<file path="config.mk">
export PLATFORM = sky130hd
export DESIGN_NAME = final_layer_streaming
export DESIGN_NICKNAME = d
export VERILOG_FILES = /design/src/rtl/final_layer_streaming.sv
export SDC_FILE = /design/constraint.sdc
export NUM_CORES = 1
export LEC_CHECK = 0
export CAP_MARGIN = 20
export CORE_MARGIN = 5
export CORE_UTILIZATION = 54
export DETAILED_ROUTE_END_ITERATION = 8
export GPL_ROUTABILITY_DRIVEN = 1
export PLACE_DENSITY_LB_ADDON = 0.15
export SYNTH_ARGS = -nofsm -noshare
export SYNTH_HDL_FRONTEND = slang
export SYNTH_SLANG_ARGS = --single-unit
</file>
<file path="constraint.sdc">
create_clock -name clock -period 6.7 [get_ports clock]
set_input_delay 1.34 -clock clock [delete_from_list [all_inputs] [get_ports clock]]
set_output_delay 1.34 -clock clock [all_outputs]
set_load 0.01 [all_outputs]
</file>
<file path="src/rtl/final_layer_streaming.sv">
// rtl/final_layer_streaming.sv - streaming XNOR-popcount output layer with sequential argmax
// Ports:
//   clock, reset          rising-edge clock, async active-high reset
//   start                 begin a new image (honoured in IDLE only)
//   in_valid/in_ready     beat handshake for data_in and weights_in
//   data_in               activation chunk, bit0 = lowest input index
//   weights_in            class c weights at [c*CHUNK_BITS +: CHUNK_BITS]
//   out_valid/out_ready   result handshake for answer and score
//   answer, score         winning class index and its popcount
//   busy                  high whenever the block is not IDLE
module final_layer_streaming #(
  parameter int NUM_INPUTS  = 196,
  parameter int NUM_CLASSES = 10,
  parameter int CHUNK_BITS  = 28,
  localparam int SW = $clog2(NUM_INPUTS + 1),
  localparam int IW = $clog2(NUM_CLASSES)
) (
  input  logic                              clock,
  input  logic                              reset,
  input  logic                              start,
  input  logic                              in_valid,
  output logic                              in_ready,
  input  logic [CHUNK_BITS-1:0]             data_in,
  input  logic [NUM_CLASSES*CHUNK_BITS-1:0] weights_in,
  output logic                              out_valid,
  input  logic                              out_ready,
  output logic [IW-1:0]                     answer,
  output logic [SW-1:0]                     score,
  output logic                              busy
);

  localparam int NUM_BEATS = (NUM_INPUTS + CHUNK_BITS - 1) / CHUNK_BITS;
  localparam int BW        = (NUM_BEATS > 1) ? $clog2(NUM_BEATS) : 1;
  localparam int LAST_BITS = NUM_INPUTS - (NUM_BEATS - 1) * CHUNK_BITS;
  localparam logic [BW-1:0] LAST_BEAT = BW'(NUM_BEATS - 1);
  localparam logic [IW-1:0] LAST_CLS  = IW'(NUM_CLASSES - 1);
  // Only the low LAST_BITS of the final beat are real inputs.
  localparam logic [CHUNK_BITS-1:0] LAST_MASK = {CHUNK_BITS{1'b1}} >> (CHUNK_BITS - LAST_BITS);

  typedef enum logic [1:0] {IDLE, ACCUM, ARGMAX, DONE} state_t;

  state_t          state, state_next;
  logic [SW-1:0]   scores [NUM_CLASSES];
  logic [SW-1:0]   addend [NUM_CLASSES];
  logic [BW-1:0]   beat_cnt;
  logic [IW-1:0]   cls_idx;
  logic [IW-1:0]   best_idx;
  logic [SW-1:0]   best_score;
  logic [CHUNK_BITS-1:0] mask;
  logic            beat_fire;
  logic            last_fire;
  logic [IW-1:0]   base_idx, new_idx;
  logic [SW-1:0]   base_score, new_score;

  function automatic logic [SW-1:0] popcnt(input logic [CHUNK_BITS-1:0] v);
    logic [SW-1:0] n;
    n = '0;
    for (int i = 0; i < CHUNK_BITS; i++) n = n + SW'(v[i]);
    return n;
  endfunction

  assign in_ready  = (state == ACCUM);
  assign out_valid = (state == DONE);
  assign busy      = (state != IDLE);
  assign beat_fire = in_valid && in_ready;
  assign last_fire = beat_fire && (beat_cnt == LAST_BEAT);

  always_comb begin
    mask = (beat_cnt == LAST_BEAT) ? LAST_MASK : {CHUNK_BITS{1'b1}};
    for (int c = 0; c < NUM_CLASSES; c++)
      addend[c] = popcnt(~(data_in ^ weights_in[c*CHUNK_BITS +: CHUNK_BITS]) & mask);
  end

  // The first argmax step compares against class 0 directly, so the running
  // best never needs seeding while the scores are still being written.
  always_comb begin
    base_idx   = (cls_idx == IW'(1)) ? '0 : best_idx;
    base_score = (cls_idx == IW'(1)) ? scores[0] : best_score;
    if (scores[cls_idx] > base_score) begin
      new_idx   = cls_idx;
      new_score = scores[cls_idx];
    end else begin
      new_idx   = base_idx;
      new_score = base_score;
    end
  end

  always_comb begin
    state_next = state;
    case (state)
      IDLE:    if (start) state_next = ACCUM;
      ACCUM:   if (last_fire) state_next = ARGMAX;
      ARGMAX:  if (cls_idx == LAST_CLS) state_next = DONE;
      DONE:    if (out_ready) state_next = IDLE;
      default: state_next = IDLE;
    endcase
  end

  always_ff @(posedge clock or posedge reset) begin
    if (reset) state <= IDLE;
    else       state <= state_next;
  end

  always_ff @(posedge clock or posedge reset) begin
    if (reset) begin
      for (int c = 0; c < NUM_CLASSES; c++) scores[c] <= '0;
      beat_cnt   <= '0;
      cls_idx    <= '0;
      best_idx   <= '0;
      best_score <= '0;
      answer     <= '0;
      score      <= '0;
    end else begin
      case (state)
        IDLE: begin
          if (start) begin
            for (int c = 0; c < NUM_CLASSES; c++) scores[c] <= '0;
            beat_cnt <= '0;
          end
        end
        ACCUM: begin
          if (beat_fire) begin
            for (int c = 0; c < NUM_CLASSES; c++) scores[c] <= scores[c] + addend[c];
            beat_cnt <= beat_cnt + BW'(1);
            if (last_fire) cls_idx <= IW'(1);
          end
        end
        ARGMAX: begin
          best_idx   <= new_idx;
          best_score <= new_score;
          cls_idx    <= cls_idx + IW'(1);
          // Published result changes only when a full argmax completes.
          if (cls_idx == LAST_CLS) begin
            answer <= new_idx;
            score  <= new_score;
          end
        end
        default: ;
      endcase
    end
  end

endmodule

</file>
==> qor.yml <==
synth_top_area_frac: 0.265
min_period_over_period: 1.00
hpwlAfterDp_um: 44200
grt_max_degree: 74
yosys.area_share.xor_xnor: 0.165
io_buffers: 327
arrival_ps: 7030
synthArstFlopShare: 1.00
cts_made_buffers: 17
regArea_um2: 2830
synth_edf_count: 0
vias_per_cell: 5.63
core_um2: 30500
final_core_util: 0.746
slew_headroom: 0.181
htree_levels: 4
synth-adder-area-share: 0.398
period_needed_ps: 6720
die-height_um: 185
setup_viol: 1
synth_ff_type: "dfrtp_1"
grt-ovfl-total: 0
vias: 13800
violations: "negative setup slack"
synth_cells: 1624
crit_required_ps: 7010
synth_compound_area_frac: 0.106
clockBufferDepth: 2
synth-seq-area-share: 0.170
grt_setup_unrepaired: "yes"
cts_num_sinks: 113
die_x_um: 185
io_pins: 328
synth_area_um2: 16600
synth-simple-area-share: 0.0579
grt_pass1_vias: 15200
cts_hold_buffers: 0
start_kind: "input port"
start_util: 0.544
syn_nets: 2333
clk_pin_slew_ps: 60
tightest_slew_ps: 1230
end_kind: "flop"
post-route-drc-count: 0
layout-drive-gt1-share: 0.153
status: "finished, violations left"
grt_pass1_wl_um: 85300
gp_congestion: 0.967
maxCapViolCount: 0
drt_iter0_drc: 805
layout_setup_ws_ps: -23.5
dr.pass1.iters: 5
holdWs_ps: 476
fillCellCount: 2089
grt_usage: 0.332
max_freq_mhz: 149
synthMuxAreaShare: 0.0378
antenna_found_initial: 1
clockRootBuffer: "clkbuf_16"
yosys.area.top_type: "fa_1"
finalHoldViolations: 0
path_max_fanout: 2
clk-insertion-delay-late_ps: 430
die_area_um2: 34400
wl_per_cell_um: 23.2
finalClockSkew_ps: 8.07
dp_slack_ps: -815
syn_avg_cell_area_um2: 10.2
drv_slew: 0
synth_top_family_by_area: "adder cells"
yosys-top-cells-area: "fa_1 (27%), dfrtp_1 (17%), ha_1 (13%), xor2_1 (9.7%), xnor2_1 (6.9%)"
yosys.cell_types.count: 49
hold_class: "flop to flop"
ant_nets: 0
yosys_warnings: 0
ys_seq_elements: 113
area_growth_pct: 37.1
multi_input_area_um2: 13200
cts_tree: "done"
final_nets: 2758
critical_path_class: "input port to flop"
row_count: 64
wl_um: 57000
cell usage in the layout, fill, tap and decap left out, drive strengths merged, types with 9 or more instances in the layout:
cell,Yosys,final
xnor2,130,130
clkdlybuf4s50,0,291
a211oi,11,11
or3,19,19
clkbuf,45,29
dlymetal6s2s,0,23
buf,21,143
o21ai,116,116
nor2b,14,14
a32o,10,10
a21boi,10,10
and2,11,11
a22o,14,14
mux2,17,17
xor2,183,183
fa,220,220
dfrtp,113,113
o31ai,10,10
a21o,11,11
o21a,21,21
a21oi,38,38
a2111oi,9,9
mux2i,24,24
inv,206,210
nand3,12,12
ha,176,176
nand2,102,102
nor2,39,39
cells by family (layout without fill, tap and decap cells):
| group | count (synthesis) | in the layout |
|---|---|---|
| fa+ha+maj | 396 | 396 |
| xor+xnor | 313 | 313 |
| buf+inv | 272 | 710 |
| compound gates | 271 | 271 |
| simple gates | 210 | 210 |
| flops | 113 | 113 |
| mux | 49 | 49 |
| other cells | 0 | 1 |
final cells by class:
cell class                      instances  share of cell area
Antenna cell                            1            0.000110
Clock inverter                         14             0.00687
Tap cell                              396              0.0218
Multi-Input combinational cell       1239               0.581
Clock buffer                           18              0.0189
Timing Repair Buffer                  472               0.213
Sequential cell                       113               0.124
Inverter                              206              0.0341
flip-flops by register name, indices dropped and copies added, names as in the netlist:
| register | cells |
|---|---|
| answer | 4 |
| beat_cnt | 3 |
| best_idx | 4 |
| best_score | 8 |
| cls_idx | 4 |
| score | 8 |
| scores | 80 |
| state | 2 |
stage by stage:
step | area (um2) | instances | TNS [ps]
floorplan | 16600 | 1624 | -26.6
global placement | 21000 | 2382 | -11960
detailed placement | 21000 | 2382 | -14880
CTS | 22200 | 2442 | 0
global route | 22800 | 2459 | -222
finish | 22800 | 2459 | -23.5
path summary, 6_finish.rpt:
kind                                                 from                   endpoint  slack (ps)  cells past startpoint
min in group asynchronous                           reset      answer[3]$_DFFE_PP0P_        1460                      2
worst max register to register     scores[40]$_DFFE_PP0P_     scores[46]$_DFFE_PP0P_        1000                     17
worst min-delay path            best_score[2]$_DFFE_PP0P_  best_score[2]$_DFFE_PP0P_         480                      2
max in group asynchronous                           reset     scores[14]$_DFFE_PP0P_        4130                      3
worst min register to register  best_score[2]$_DFFE_PP0P_  best_score[2]$_DFFE_PP0P_         480                      2
worst max-delay path                       weights_in[16]     scores[78]$_DFFE_PP0P_         -20                     18
what timing repair did:
action	4_1_cts	5_1_grt
buffers inserted	24	17
gates cloned	4	1
gates resized for setup	74	116
pin swaps	40	64
setup endpoints to repair	15	19
worst max-delay path, stage by stage:
cell	delay, ps
clkdlybuf4s50_1	560
xor2_2	200
fa_1	510
fa_1	530
fa_2	670
fa_1	430
fa_1	510
inv_1	50
fa_1	470
fa_2	370
inv_2	60
fa_2	200
nor2b_1	50
o21ai_1	160
a21boi_1	110
o21a_1	210
or3_1	340
a32o_1	270
routing by layer:
layer  GRT usage  share of wire
met3      0.0660          0.079
met5           0              0
met4       0.132          0.058
met2       0.577           0.49
met1       0.407           0.37
Yosys cell counts, drive strengths merged (2+ instances only):
library cell    n
nor2b          14
o21a           21
a211oi         11
a21boi         10
o221ai          2
inv           206
a22o           14
nor3b           3
mux4            8
a2111oi         9
or3            19
a32o           10
clkbuf         45
fa            220
nand2         102
and2           11
nand3          12
dfrtp         113
mux2i          24
a31oi           8
xnor2         130
o31ai          10
nor3            3
nand4           3
buf            21
a22oi           8
xor2          183
nand2b          2
nor2           39
mux2           17
o21ai         116
a21oi          38
a21o           11
ha            176
Power is left out: the tool's default activity adds up to more than one toggle a clock period on the data nets, which glitch-free logic cannot reach.
